File: config.mk
export PLATFORM = sky130hd
export DESIGN_NAME = sdrc_wb_arbiter
export DESIGN_NICKNAME = d
export VERILOG_FILES = /design/src/rtl/sdrc_arb_pkg.sv /design/src/rtl/sdrc_wb_arbiter_pick.sv /design/src/rtl/sdrc_wb_arbiter.sv
export SDC_FILE = /design/constraint.sdc
export NUM_CORES = 1
export LEC_CHECK = 0
export CAP_MARGIN = 20
export CELL_PAD_IN_SITES_DETAIL_PLACEMENT = 1
export CELL_PAD_IN_SITES_GLOBAL_PLACEMENT = 1
export CORE_AREA = 2 2 108 110
export CTS_CLUSTER_SIZE = 8
export DETAILED_ROUTE_END_ITERATION = 7
export DIE_AREA = 0 0 110 112
export DONT_BUFFER_PORTS = 1
export PLACE_DENSITY = 0.42
export SYNTH_ARGS = -nofsm -noshare
export SYNTH_HDL_FRONTEND = slang
export SYNTH_HIERARCHICAL = 1
export SYNTH_SLANG_ARGS = --single-unit
File: constraint.sdc
create_clock -name wb_clk -period 2 [get_ports wb_clk]
set_input_delay 0.3 -clock wb_clk [delete_from_list [all_inputs] [get_ports wb_clk]]
set_output_delay 0.3 -clock wb_clk [all_outputs]
set_load 0.02 [all_outputs]
File: src/rtl/sdrc_arb_pkg.sv
// Shared types and constants for the sdrc_top Wishbone port arbiter.
package sdrc_arb_pkg;

    typedef enum logic {
        IDLE  = 1'b0,
        GRANT = 1'b1
    } arb_state_e;

    localparam logic [2:0] CTI_CLASSIC = 3'b000;
    localparam logic [2:0] CTI_INCR    = 3'b010;
    localparam logic [2:0] CTI_END     = 3'b111;

    localparam int unsigned MAX_M = 8;

    // Width of a master index; never below one bit.
    function automatic int unsigned idx_w(input int unsigned n);
        return (n > 1) ? $clog2(n) : 1;
    endfunction

endpackage

File: src/rtl/sdrc_wb_arbiter_pick.sv
// Combinational round-robin picker: first requester after `last`, wrapping.
module sdrc_rr_pick
    import sdrc_arb_pkg::*;
#(
    parameter int unsigned NUM_M = 2,
    parameter int unsigned IW    = idx_w(NUM_M)
) (
    input  logic [NUM_M-1:0] req,
    input  logic [IW-1:0]    last,
    output logic [IW-1:0]    winner,
    output logic             valid
);

    logic [2*NUM_M-1:0] dbl;
    logic [2*NUM_M-1:0] rot;
    logic [IW:0]        start;

    // Shifting the doubled vector by last+1 puts the highest-priority
    // requester at bit 0, so a plain LSB-first scan gives round-robin order.
    always_comb begin
        dbl    = {req, req};
        start  = {1'b0, last} + 1'b1;
        rot    = dbl >> start;
        winner = '0;
        valid  = 1'b0;
        for (int unsigned i = 0; i < NUM_M; i++) begin
            if (!valid && rot[i]) begin
                valid  = 1'b1;
                winner = IW'((start + i) % NUM_M);
            end
        end
    end

endmodule

File: src/rtl/sdrc_wb_arbiter.sv
// Round-robin arbiter sharing the sdrc_top Wishbone slave port among NUM_M masters.
module sdrc_wb_arbiter
    import sdrc_arb_pkg::*;
#(
    parameter int unsigned NUM_M = 2,
    parameter int unsigned AW    = 26,
    parameter int unsigned DW    = 32,
    parameter int unsigned SW    = DW / 8
) (
    input  logic                wb_clk,
    input  logic                wb_rst_n,
    input  logic                sdr_init_done,
    input  logic [NUM_M-1:0]    m_cyc,
    input  logic [NUM_M-1:0]    m_stb,
    input  logic [NUM_M-1:0]    m_we,
    input  logic [NUM_M*AW-1:0] m_addr,
    input  logic [NUM_M*DW-1:0] m_dati,
    input  logic [NUM_M*SW-1:0] m_sel,
    input  logic [NUM_M*3-1:0]  m_cti,
    output logic [NUM_M-1:0]    m_ack,
    output logic [DW-1:0]       m_dato,
    output logic                s_cyc,
    output logic                s_stb,
    output logic                s_we,
    output logic [AW-1:0]       s_addr,
    output logic [DW-1:0]       s_dati,
    output logic [SW-1:0]       s_sel,
    output logic [2:0]          s_cti,
    input  logic                s_ack,
    input  logic [DW-1:0]       s_dato,
    output logic [NUM_M-1:0]    grant,
    output logic                busy
);

    localparam int unsigned IW = idx_w(NUM_M);

    arb_state_e       state, state_nxt;
    logic [NUM_M-1:0] grant_nxt;
    logic [IW-1:0]    last, last_nxt;
    logic [IW-1:0]    winner;
    logic             win_valid;

    sdrc_rr_pick #(
        .NUM_M (NUM_M),
        .IW    (IW)
    ) u_pick (
        .req    (m_cyc),
        .last   (last),
        .winner (winner),
        .valid  (win_valid)
    );

    always_ff @(posedge wb_clk or negedge wb_rst_n) begin
        if (!wb_rst_n) begin
            state <= IDLE;
            grant <= '0;
            last  <= IW'(NUM_M - 1);
        end else begin
            state <= state_nxt;
            grant <= grant_nxt;
            last  <= last_nxt;
        end
    end

    // `last` doubles as the owner index for the whole GRANT period.
    always_comb begin
        state_nxt = state;
        grant_nxt = grant;
        last_nxt  = last;
        case (state)
            IDLE: begin
                if (sdr_init_done && win_valid) begin
                    state_nxt         = GRANT;
                    grant_nxt         = '0;
                    grant_nxt[winner] = 1'b1;
                    last_nxt          = winner;
                end
            end
            GRANT: begin
                if (!m_cyc[last]) begin
                    state_nxt = IDLE;
                    grant_nxt = '0;
                end
            end
            default: begin
                state_nxt = IDLE;
                grant_nxt = '0;
            end
        endcase
    end

    always_comb begin
        s_cyc  = 1'b0;
        s_stb  = 1'b0;
        s_we   = 1'b0;
        s_addr = '0;
        s_dati = '0;
        s_sel  = '0;
        s_cti  = '0;
        m_ack  = '0;
        m_dato = s_dato;
        busy   = (state == GRANT);
        if (state == GRANT) begin
            s_cyc       = m_cyc[last];
            s_stb       = m_cyc[last] & m_stb[last];
            s_we        = m_we[last];
            s_addr      = m_addr[last*AW +: AW];
            s_dati      = m_dati[last*DW +: DW];
            s_sel       = m_sel[last*SW +: SW];
            s_cti       = m_cti[last*3 +: 3];
            m_ack[last] = s_ack;
        end
    end

endmodule
==> summary.md <==
| Metric | Value |
|---|---|
| Status | `finished clean` |
| Cell Area, Placed | `1830 µm²` |
| Syn_nets | `about 380` |
| Tot Pwr | `around 3.0 mW` |
| # rows | `39` |
| Ys flop type | `dfrtp_1` |
| Actual slew at the worst max-slew pin | `0.422 ns` |
| CP peak stage delay | `0.68 ns` |
| Switch share | `0.504` |
| Final Hold Fails | `0` |
| Vias in the first global route | `1,378` |
| Post-synth ARST share | `1.00` |
| GRT Total Usage | `0.0672` |
| Die ar. | `12,300 µm²` |
| Chip height | `112 µm` |
| Cell Chain, Critical Path | `buf_16 -> mux2i_1 -> nor2b_1 -> buf_4` |
| Estimated wirelength of the detail-placed design | `4140 µm` |
| Final setup fails | `0` |
| Final Net Count | `375` |
| Hold Crit Class | `in2async` |
| Tmin final | `roughly 1.9 ns` |
| Max-slew violations | `0` |
| VDD IR max | `0.000624 V` |
| CTS clk-pin slew, worst paths | `0.03 ns` |
| Final Wtd Congestion | `~0.62` |
| Hold WS | `0.351 ns` |
| Fillers | `1,354` |
| R2r startpoint | `last` |
| Setup crit start | `last` |
| Unrepaired setup endpoints after global routing | `true` |
| Die width | `between 100 and 150 µm` |
| Critical Path AT | `between 1.5 and 2 ns` |
| Total Wirelength | `roughly 5200 µm` |
| Worst setup SP type | `flop` |
| Initial Utilization | `0.145` |
| Clock root buffer | `clkbuf_16` |
| CTS tree | `built` |
| 1st-pass router iterations | `4` |
| Synth Instances | `approximately 200` |
| First-pass GRT wire length | `6670 µm` |
| Layout area overhead | `21.9%` |
| DRC Markers | `0` |
| Top cells by area, synth | `mux2i_1 42%, nor2b_1 26%, buf_4 15%` |
| Yosys warning count | `6` |
| Setup bufs post-CTS | `0` |
| TritonCTS Buffers | `3` |
| Post-route cell area | `just under 2000 µm²` |
| Post-synthesis cell area | `1620 µm²` |
| Post-synth top cells | `68 x mux2i_1, 67 x nor2b_1, 32 x buf_4, 8 x buf_2, 8 x clkbuf_1` |
| Clk sinks | `4` |
| Most numerous cell in the Yosys netlist | `mux2i_1` |
| Vias after detailed routing | `around 1,400` |
| Biggest area consumer among synthesized cells | `mux2i_1` |
| Clock Tree Buf Depth | `2` |
| Post-DR wirelength/cell | `between 15 and 20 µm` |
| Clock power share | `0.108` |
| Worst Path Buf+Inv | `2` |
| Pleak | `just under 0.9 nW` |
| Cell Pwr Density | `1540 nW/µm²` |
| Critical Path RT | `1.70 ns` |
| FMAX | `0.520 GHz` |
| Synthesized area per cell | `approximately 8 µm²` |
| Sequential Power Share | `0.074` |
| Pin count of the biggest net entering global routing | `76` |
| Core ar. | `11,200 µm²` |
| CP top delay family | `flip-flops` |
| Final setup skew | `0.00246 ns` |
| Top-area cell type share of the netlist area | `0.421` |
| IO Port Bufs | `0` |
| IO Pins | `roughly 280` |
| Sequential area share after synthesis | `0.0627` |
| H-tree levels | `1` |
| Vias per inst | `4.09` |
| Crit Path Class | `reg2out` |
| Reported max-cap violation count | `0` |
| Final Cycle Share | `0.962` |
| Critical path endpoint category | `output pin` |
| Netlist cell types | `20` |
| Crit-path slowest cell | `dfstp_4` |
| EDFF count, synth | `0` |
| Global route overflow | `0` |
| Register bit total from synthesis | `4` |
| Fin Setup TNS | `0 ns` |
| Final Core Density | `0.176` |
| Share of cells above drive strength 1 | `0.262` |
| P_int | `approximately 1.5 mW` |
| Comb pwr share | `0.819` |
| Relative slew slack | `0.718` |
| Antenna Violating Nets Remaining | `0` |
| Worst-Skew Late Latency | `0.23 ns` |
| DR iter-0 viols | `23` |
| Ant. Diodes | `0` |
| Switch Pwr | `1.53 mW` |
| CP Max Fanout | `32` |
| Initial antenna violation count | `0` |
==> power by group through the flow <==
stage / clock network, mW / logic [mW] / registers, mW
after floorplan: 0 / 1.92 / 0.177
after global placement: 0 / 2.38 / 0.209
after detailed placement: 0 / 2.42 / 0.212
after CTS: 0.331 / 2.43 / 0.210
after global routing: 0.339 / 2.68 / 0.236
final: 0.327 / 2.49 / 0.224
==> placed cells by master (no fill, tap or decap), drive strengths merged <==
cell | synthesis | layout
or2 | 1 | 1
clkbuf | 8 | 5
mux2i | 68 | 68
nand2 | 3 | 3
mux2 | 2 | 2
dlygate4sd3 | 0 | 1
dfstp | 1 | 1
a221o | 1 | 1
nor3 | 1 | 1
a21boi | 1 | 1
dfrtp | 3 | 3
inv | 1 | 1
nor2 | 3 | 3
and3 | 1 | 1
o21ai | 1 | 1
o2bb2ai | 1 | 1
buf | 40 | 41
nor2b | 67 | 67
==> per-layer routing <==
metal  vias to the layer above  global-route usage  wire (µm)
met3                        10              0.0129        531
met5                         -                   0          0
met2                       112               0.141       2900
li1                        643                   -          -
met1                       645              0.0611       1720
met4                         0              0.0219         80
==> path summary, 6_finish.rpt <==
| path | to | slack, ns | cells past startpoint |
|---|---|---|---|
| worst min-delay path | busy | 0.35 | 1 |
| worst max register to register | grant[0] | 0.34 | 4 |
| worst min register to register | grant[1] | 0.67 | 1 |
| min in group wb_clk | busy | 0.38 | 3 |
| max in group asynchronous | last | 1.41 | 1 |
| worst max-delay path | s_dati[15] | 0.08 | 4 |
==> state kept, by name, indices dropped and copies added, names as in the netlist <==
register	cells
busy	1
grant	2
last	1
==> per-stage QoR <==
step	setup slack [ns]	cells
finish	0.0769	345
floorplan	0.348	203
detailed placement	0.257	339
global placement	0.272	339
CTS	0.0230	344
global route	-0.0112	345
==> area by class of cell <==
| cell class | instances | area, µm² | share of cell area |
|---|---|---|---|
| clock buffers | 4 | 78.8 | 0.0400 |
| inverters | 1 | 3.75 | 0.00191 |
| multi-input cells | 150 | 1210 | 0.612 |
| flip-flops and latches | 4 | 106 | 0.0540 |
| well taps | 143 | 179 | 0.0909 |
| repair buffers | 43 | 395 | 0.201 |
==> kinds of logic after synthesis <==
| family | Yosys count | share of synthesized area |
|---|---|---|
| AOI/OAI and AO/OA | 4 | 0.0194 |
| DFF | 4 | 0.0627 |
| muxes | 70 | 0.438 |
| buffers and inverters | 49 | 0.194 |
| and+or+nand+nor | 76 | 0.286 |
==> timing repair <==
action	in CTS	in global routing
endpoints found under the setup margin	0	7
gates resized for setup	0	4
hold endpoints to repair	4	0
hold buffers	1	0
No activity file was read; power rests on OpenSTA's default activity.
